==> config.mk <==
export PLATFORM = sky130hd
export DESIGN_NAME = io_page_access
export DESIGN_NICKNAME = d
export VERILOG_FILES = /design/src/rtl/io_page_access.sv
export SDC_FILE = /design/constraint.sdc
export NUM_CORES = 1
export LEC_CHECK = 0
export CAP_MARGIN = 40
export CORE_UTILIZATION = 44
export CTS_BUF_LIST = sky130_fd_sc_hd__clkbuf_8
export CTS_CLUSTER_SIZE = 28
export DETAILED_ROUTE_END_ITERATION = 10
export HOLD_SLACK_MARGIN = 0.15
export PLACE_DENSITY = 0.82
export SYNTH_ARGS = -nofsm -noshare
export SYNTH_HDL_FRONTEND = slang
export SYNTH_SLANG_ARGS = --single-unit
==> constraint.sdc <==
create_clock -name CLK -period 2.2 [get_ports CLK]
set_input_delay 0.66 -clock CLK [delete_from_list [all_inputs] [get_ports CLK]]
set_output_delay 0.66 -clock CLK [all_outputs]
set_load 0.01 [all_outputs]
==> src/rtl/io_page_access.sv <==
// io_page_access: one memory-mapped I/O read or write per start, with req/ack handshake and timeout
module io_page_access #(
    parameter logic [3:0] PAGE    = 4'hF,
    parameter int         TIMEOUT = 16,
    parameter int         CNT_W   = 8
) (
    input  logic        CLK,
    input  logic        RST_n,
    input  logic        start,
    input  logic        we,
    input  logic [15:0] addr,
    input  logic [15:0] wdata,
    output logic        busy,
    output logic        done,
    output logic        err,
    output logic [15:0] rdata,
    output logic        io_req,
    output logic        io_we,
    output logic [11:0] io_addr,
    output logic [15:0] io_wdata,
    input  logic        io_ack,
    input  logic [15:0] io_rdata
);
    typedef enum logic [1:0] {IDLE, ACCESS, RESP} state_t;
    state_t state, state_nx;
    logic [CNT_W-1:0] cnt, cnt_nx;
    logic busy_nx, done_nx, err_nx, io_req_nx, io_we_nx;
    logic [15:0] rdata_nx, io_wdata_nx;
    logic [11:0] io_addr_nx;
    always_ff @(posedge CLK or negedge RST_n) begin
        if (!RST_n) begin
            state    <= IDLE;
            cnt      <= '0;
            busy     <= 1'b0;
            done     <= 1'b0;
            err      <= 1'b0;
            rdata    <= '0;
            io_req   <= 1'b0;
            io_we    <= 1'b0;
            io_addr  <= '0;
            io_wdata <= '0;
        end else begin
            state    <= state_nx;
            cnt      <= cnt_nx;
            busy     <= busy_nx;
            done     <= done_nx;
            err      <= err_nx;
            rdata    <= rdata_nx;
            io_req   <= io_req_nx;
            io_we    <= io_we_nx;
            io_addr  <= io_addr_nx;
            io_wdata <= io_wdata_nx;
        end
    end
    always_comb begin
        state_nx    = state;
        cnt_nx      = cnt;
        busy_nx     = busy;
        done_nx     = 1'b0;
        err_nx      = err;
        rdata_nx    = rdata;
        io_req_nx   = io_req;
        io_we_nx    = io_we;
        io_addr_nx  = io_addr;
        io_wdata_nx = io_wdata;
        case (state)
            IDLE: if (start) begin
                busy_nx = 1'b1;
                if (addr[15:12] == PAGE) begin
                    err_nx      = 1'b0;
                    io_req_nx   = 1'b1;
                    io_we_nx    = we;
                    io_addr_nx  = addr[11:0];
                    io_wdata_nx = wdata;
                    cnt_nx      = '0;
                    state_nx    = ACCESS;
                end else begin
                    err_nx   = 1'b1;
                    done_nx  = 1'b1;
                    state_nx = RESP;
                end
            end
            ACCESS: begin
                // ack beats the terminal count when both land on the same edge
                if (io_ack) begin
                    io_req_nx = 1'b0;
                    err_nx    = 1'b0;
                    rdata_nx  = io_we ? rdata : io_rdata;
                    done_nx   = 1'b1;
                    state_nx  = RESP;
                end else if (cnt == CNT_W'(TIMEOUT - 1)) begin
                    io_req_nx = 1'b0;
                    err_nx    = 1'b1;
                    done_nx   = 1'b1;
                    state_nx  = RESP;
                end else begin
                    cnt_nx = cnt + 1'b1;
                end
            end
            RESP: begin
                busy_nx  = 1'b0;
                state_nx = IDLE;
            end
            default: begin
                busy_nx   = 1'b0;
                io_req_nx = 1'b0;
                state_nx  = IDLE;
            end
        endcase
    end
endmodule

---- Yosys cells after proc, flatten, opt, wreduce, memory -nomap -nowiden ----
Index checks and enable logic that the tools add are counted.
operators by class
  bitwise logic cells ..................... 3
  equal/unequal tests ..................... 9
  muxes and demuxes ....................... 26
  add/subtract/negate cells ............... 1
  reduce and logical (&&, ||, !) cells .... 9
operators with widths
  operator             number
  $mux 8               4
  $pmux 8 s2           1
  $mux 1               12
  $reduce_and 3->1     3
  $add 8x1->8 const B  1
  $eq 8x4->1 const B   1
  $mux 2               4
  $ne 2x2->1 const B   4
  $pmux 1 s2           3
  $reduce_and 5->1     1
  $eq 4x4->1 const B   1
  $pmux 2 s2           1
  $reduce_and 2->1     2
  $reduce_and 4->1     1
  $ne 3x3->1 const B   1
  $not 1->1            3
  $pmux 1 s3           1
  $eq 2x1->1 const B   1
  $eq 2x2->1 const B   1
  $logic_not 2->1      1
  $reduce_bool 2->1    1
storage, ports and cells
  input bits .............................. 53
  bits in registers ....................... 59
  logic and storage cells ................. 58
  output and inout port bits .............. 49

---- Logic depth before layout (Yosys ltp) ----
Gate-level depths: netlist of the first run.
  depth after elaboration ................. 4
  mapped depth ............................ 6

---- Least setup slack after synthesis of the first run ----
OpenSTA, ideal clock, no wires.
  path kind ............................... input to register
  start ................................... input start
  end ..................................... register io_addr[0]
  arrival time ............................ 1.724 ns
  cell stages on the path ................. 5
  buffers on the path ..................... 2
  path slack .............................. 0.351 ns
  required time ........................... 2.075 ns
  setup time .............................. 0.125 ns
  cells stage by stage .................... or3b_1 > buf_6 > nor2_8 > buf_6 > mux2_2
between the ends
  word-level cells in the longest chain between the ends .. 1
ends and longest elaborated chain
  element                     RTL line  RTL
  start: declaration          9         input logic start,
  $reduce_and 3->1 (no line)  --
  end signal: assignment      51        io_addr <= io_addr_nx;
  end: declaration            19        output logic [11:0] io_addr,
No other way between the ends.
A chain may end at the register's enable or synchronous reset.

---- Worst setup path after layout of the first run ----
  start ................................... input start
  end ..................................... register io_wdata[6]
between the ends
  word-level cells in the longest chain between the ends .. 1
ends and longest elaborated chain
  element                     RTL line  RTL
  $reduce_and 3->1 (no line)  --
  end signal: assignment      52        io_wdata <= io_wdata_nx;
  end: declaration            20        output logic [15:0] io_wdata,
No other way between the ends.

==> results of run 1 <==
## metal layers
| layer | vias up | wire, microns | part of all wire | GRT usage |
|---|---|---|---|---|
| met5 | - | 0 | 0 | 0 |
| met4 | 0 | 123 | 0.023 | 0.110 |
| met3 | 10 | 334 | 0.062 | 0.0503 |
| met2 | 71 | 2710 | 0.50 | 0.332 |
| met1 | 874 | 2230 | 0.41 | 0.243 |
| li1 | 836 | - | - | - |
## sequential cells by signal, summed over array words and instances, names as in the netlist
signal,cells
busy,1
io_req,1
done,1
io_addr,12
io_we,1
cnt,8
err,1
state,2
io_wdata,16
rdata,16
## cell usage in the layout (no fill, tap or decap), types with 2 or more instances in the layout
master and instances:
clkdlybuf4s50_1 100, dfrtp_1 59, mux2_2 45, clkbuf_8 9, inv_1 7, buf_4 7, nor2_1 5, o21ai_0 5
nand2_1 4, a21oi_1 3, o22ai_1 3, a31oi_1 3, clkinv_2 3, buf_12 3, a211o_1 2, nand3_1 2
## cell type report
class	count	area [sq um]	area share
multi-input combinational	97	883	0.237
tap	70	87.6	0.0235
clock inverter	7	30.0	0.00805
clock buffer	9	124	0.0332
inverter	3	11.3	0.00302
sequential	59	1480	0.396
timing repair buffer	111	1120	0.300
## how the worst max path moves through the flow
stage | endpoint | cells after the start | slack [ns]
2_1_floorplan | io_addr[0] | 5 | 0.35
3_3_place_gp | io_addr[2] | 5 | -0.18
3_5_place_dp | io_addr[2] | 5 | -0.21
4_1_cts | io_wdata[6] | 5 | 0.12
5_1_grt | io_addr[4] | 5 | 0.05
6_report | io_wdata[6] | 5 | 0.10
## worst max-delay path, stage by stage
cell and delay, ns:
clkdlybuf4s50_1 0.50, or3b_1 0.46, nor2_8 0.14, buf_12 0.17, mux2_2 0.35
## through the flow
stage,power (mW),instances,TNS (ns),hold WS [ns]
finish,3.27,356,0,0.319
global route,3.46,356,0,0.340
CTS,3.31,356,0,0.334
detailed placement,2.52,340,-6.68,0.477
global placement,2.49,340,-5.61,0.465
floorplan,1.88,166,0,0.364
## cell families after synthesis
| kind of cell | count (synthesis) | share of synthesized area |
|---|---|---|
| adder cells (fa/ha/maj) | 1 | 0.00512 |
| AND/OR/NAND/NOR | 23 | 0.0666 |
| AO/OA/AOI/OAI | 27 | 0.0784 |
| flip-flops | 59 | 0.605 |
| multiplexers | 46 | 0.212 |
| buffers and inverters | 10 | 0.0333 |
## report_power, final
| part | switching [mW] | internal, mW |
|---|---|---|
| clock | 0.385 | 0.385 |
| sequential | 0.154 | 1.34 |
| combinational | 0.341 | 0.663 |
| total | 0.880 | 2.39 |
==> flow_summary_export.csv, run 1 <==
group,metric,value,unit
status,outcome,"completed",
floorplanning,die-area,0.00585,sq mm
final_layout,nNetsFinal,335,
sta,slew_headroom,0.711,
worst_setup_path,timing.rr.end,"cnt[4]",
sta,fin_ws,0.104,ns
worst_setup_path,critical_path_class,"in -> reg",
yosys,synth_common_cells,"dfrtp_1 (59), mux2_2 (45), nor2_1 (5), o21ai_0 (5)",
place,place_congestion,0.783,
yosys,ys_seq_area_frac,0.605,
clocking,clockBufferDepth,2,
worst_setup_path,worstPathRequired,2.40,ns
final_layout,post-route-util,0.712,
worst_setup_path,r2r_start,"cnt[0]",
clocking,clk_pin_slew,0.06,ns
sta,fin_crit_sh,0.953,
clocking,postCtsHoldBufs,0,
yosys,synth-edff-count,0,
clocking,cts_setup_buffers,0,
yosys,synthesis.area,0.00244,sq mm
place,placed_area,0.00358,sq mm
pwr,irDropWorstVdd,0.492,mV
sta,tightest_slew,0.433,ns
worst_setup_path,critPathLaunch,"start",
worst_setup_path,worstPathArrival,2.30,ns
yosys,ys.flop_type,"dfrtp_1",
final_layout,drive_gt1_frac,0.266,
clocking,h-tree-depth,3,
routing,drcViolationCount,0,
yosys,synthMostInstantiatedCell,"dfrtp_1",
pwr,leakagePower,1.61,nW
sta,finalClockSkew,0.00449,ns
floorplanning,num_rows,26,
final_layout,area_delta_synth_final,52.8,%
floorplanning,io_pins,102,
routing,dr.first_iter.drc_count,73,
final_layout,n_fill_cell,405,
sta,setup-violations-final,0,
grt,grt_pass1_vias,1922,
worst_setup_path,critPathCaptureType,"flop",
sta,timing.final.crit_period,2.10,ns
yosys,yosys.area.top_type_share,0.605,
sta,rsz0062_at_grt,"no",
grt,grt_max_degree,60,
routing,wirelength,5390,microns
place,portBuffers,101,
worst_setup_path,critPathMaxFanout,22,
grt,antenna_found_initial,0,
worst_setup_path,ff2ff_setup_slack,0.35,ns
yosys,syn_inst,166,
clocking,tritoncts,"yes",
grt,grt_overflow,0,
yosys,syn_nets,220,
yosys,yosys_warnings,0,
floorplanning,initial_core_util,0.466,
worst_setup_path,start_kind,"primary input",
grt,grt_use_total,0.202,
clocking,cts_resized,0,
job,drv_cap,0,
routing,firstDrtPassIters,4,
place,dpl.hpwl,3810,microns
place,dp_slack,-0.214,ns
clocking,cts.sinks,59,
floorplanning,core,0.00524,sq mm
routing,vias,1791,
clocking,numCtsBuffers,9,
hold_path,min_path_type,"in -> async",
yosys,yosys.area.top_type,"dfrtp_1",
routing,antenna_left,0,
pwr,power_density,876,mW/mm^2
clocking,clk_latency,0.32,ns
clocking,clock-root-buffer,"clkbuf_8",
floorplanning,die_x,76.5,microns
sta,slew_viol_final,0,
grt,grt_pass1_wl,9090,microns
final_layout,diodes,0,
final_layout,final_area,0.00373,sq mm
sta,max_freq,477,MHz
worst_setup_path,r2r_cells,6,
routing,vias_per_cell,5.03,
yosys,ys_ff_latch,59,
routing,detail_route.wl_per_cell,15.1,microns
yosys,synth_area_leaders,"dfrtp_1 (60%), mux2_2 (21%), buf_6 (1.8%), o21ai_0 (1.0%), nor2_8 (0.82%)",
floorplanning,die_h,76.5,microns
yosys,async_flop_share,1.00,
yosys,syn_area_per_cell,14.7,sq um
yosys,synth_cell_types,40,
sta,hold_violations,0,
Power figures use the tool's default switching activity.
==> inputs of run 2 (changes only) <==
--- a/config.mk
+++ b/config.mk
@@ -5,6 +5,7 @@
 export SDC_FILE = /design/constraint.sdc
 export NUM_CORES = 1
 export LEC_CHECK = 0
+export ABC_CLOCK_PERIOD_IN_PS = 2200
 export CAP_MARGIN = 40
 export CORE_UTILIZATION = 44
 export CTS_BUF_LIST = sky130_fd_sc_hd__clkbuf_8
==> results of run 2 <==
Same layout as run 1: the final DEF is identical, and so are final timing and power.
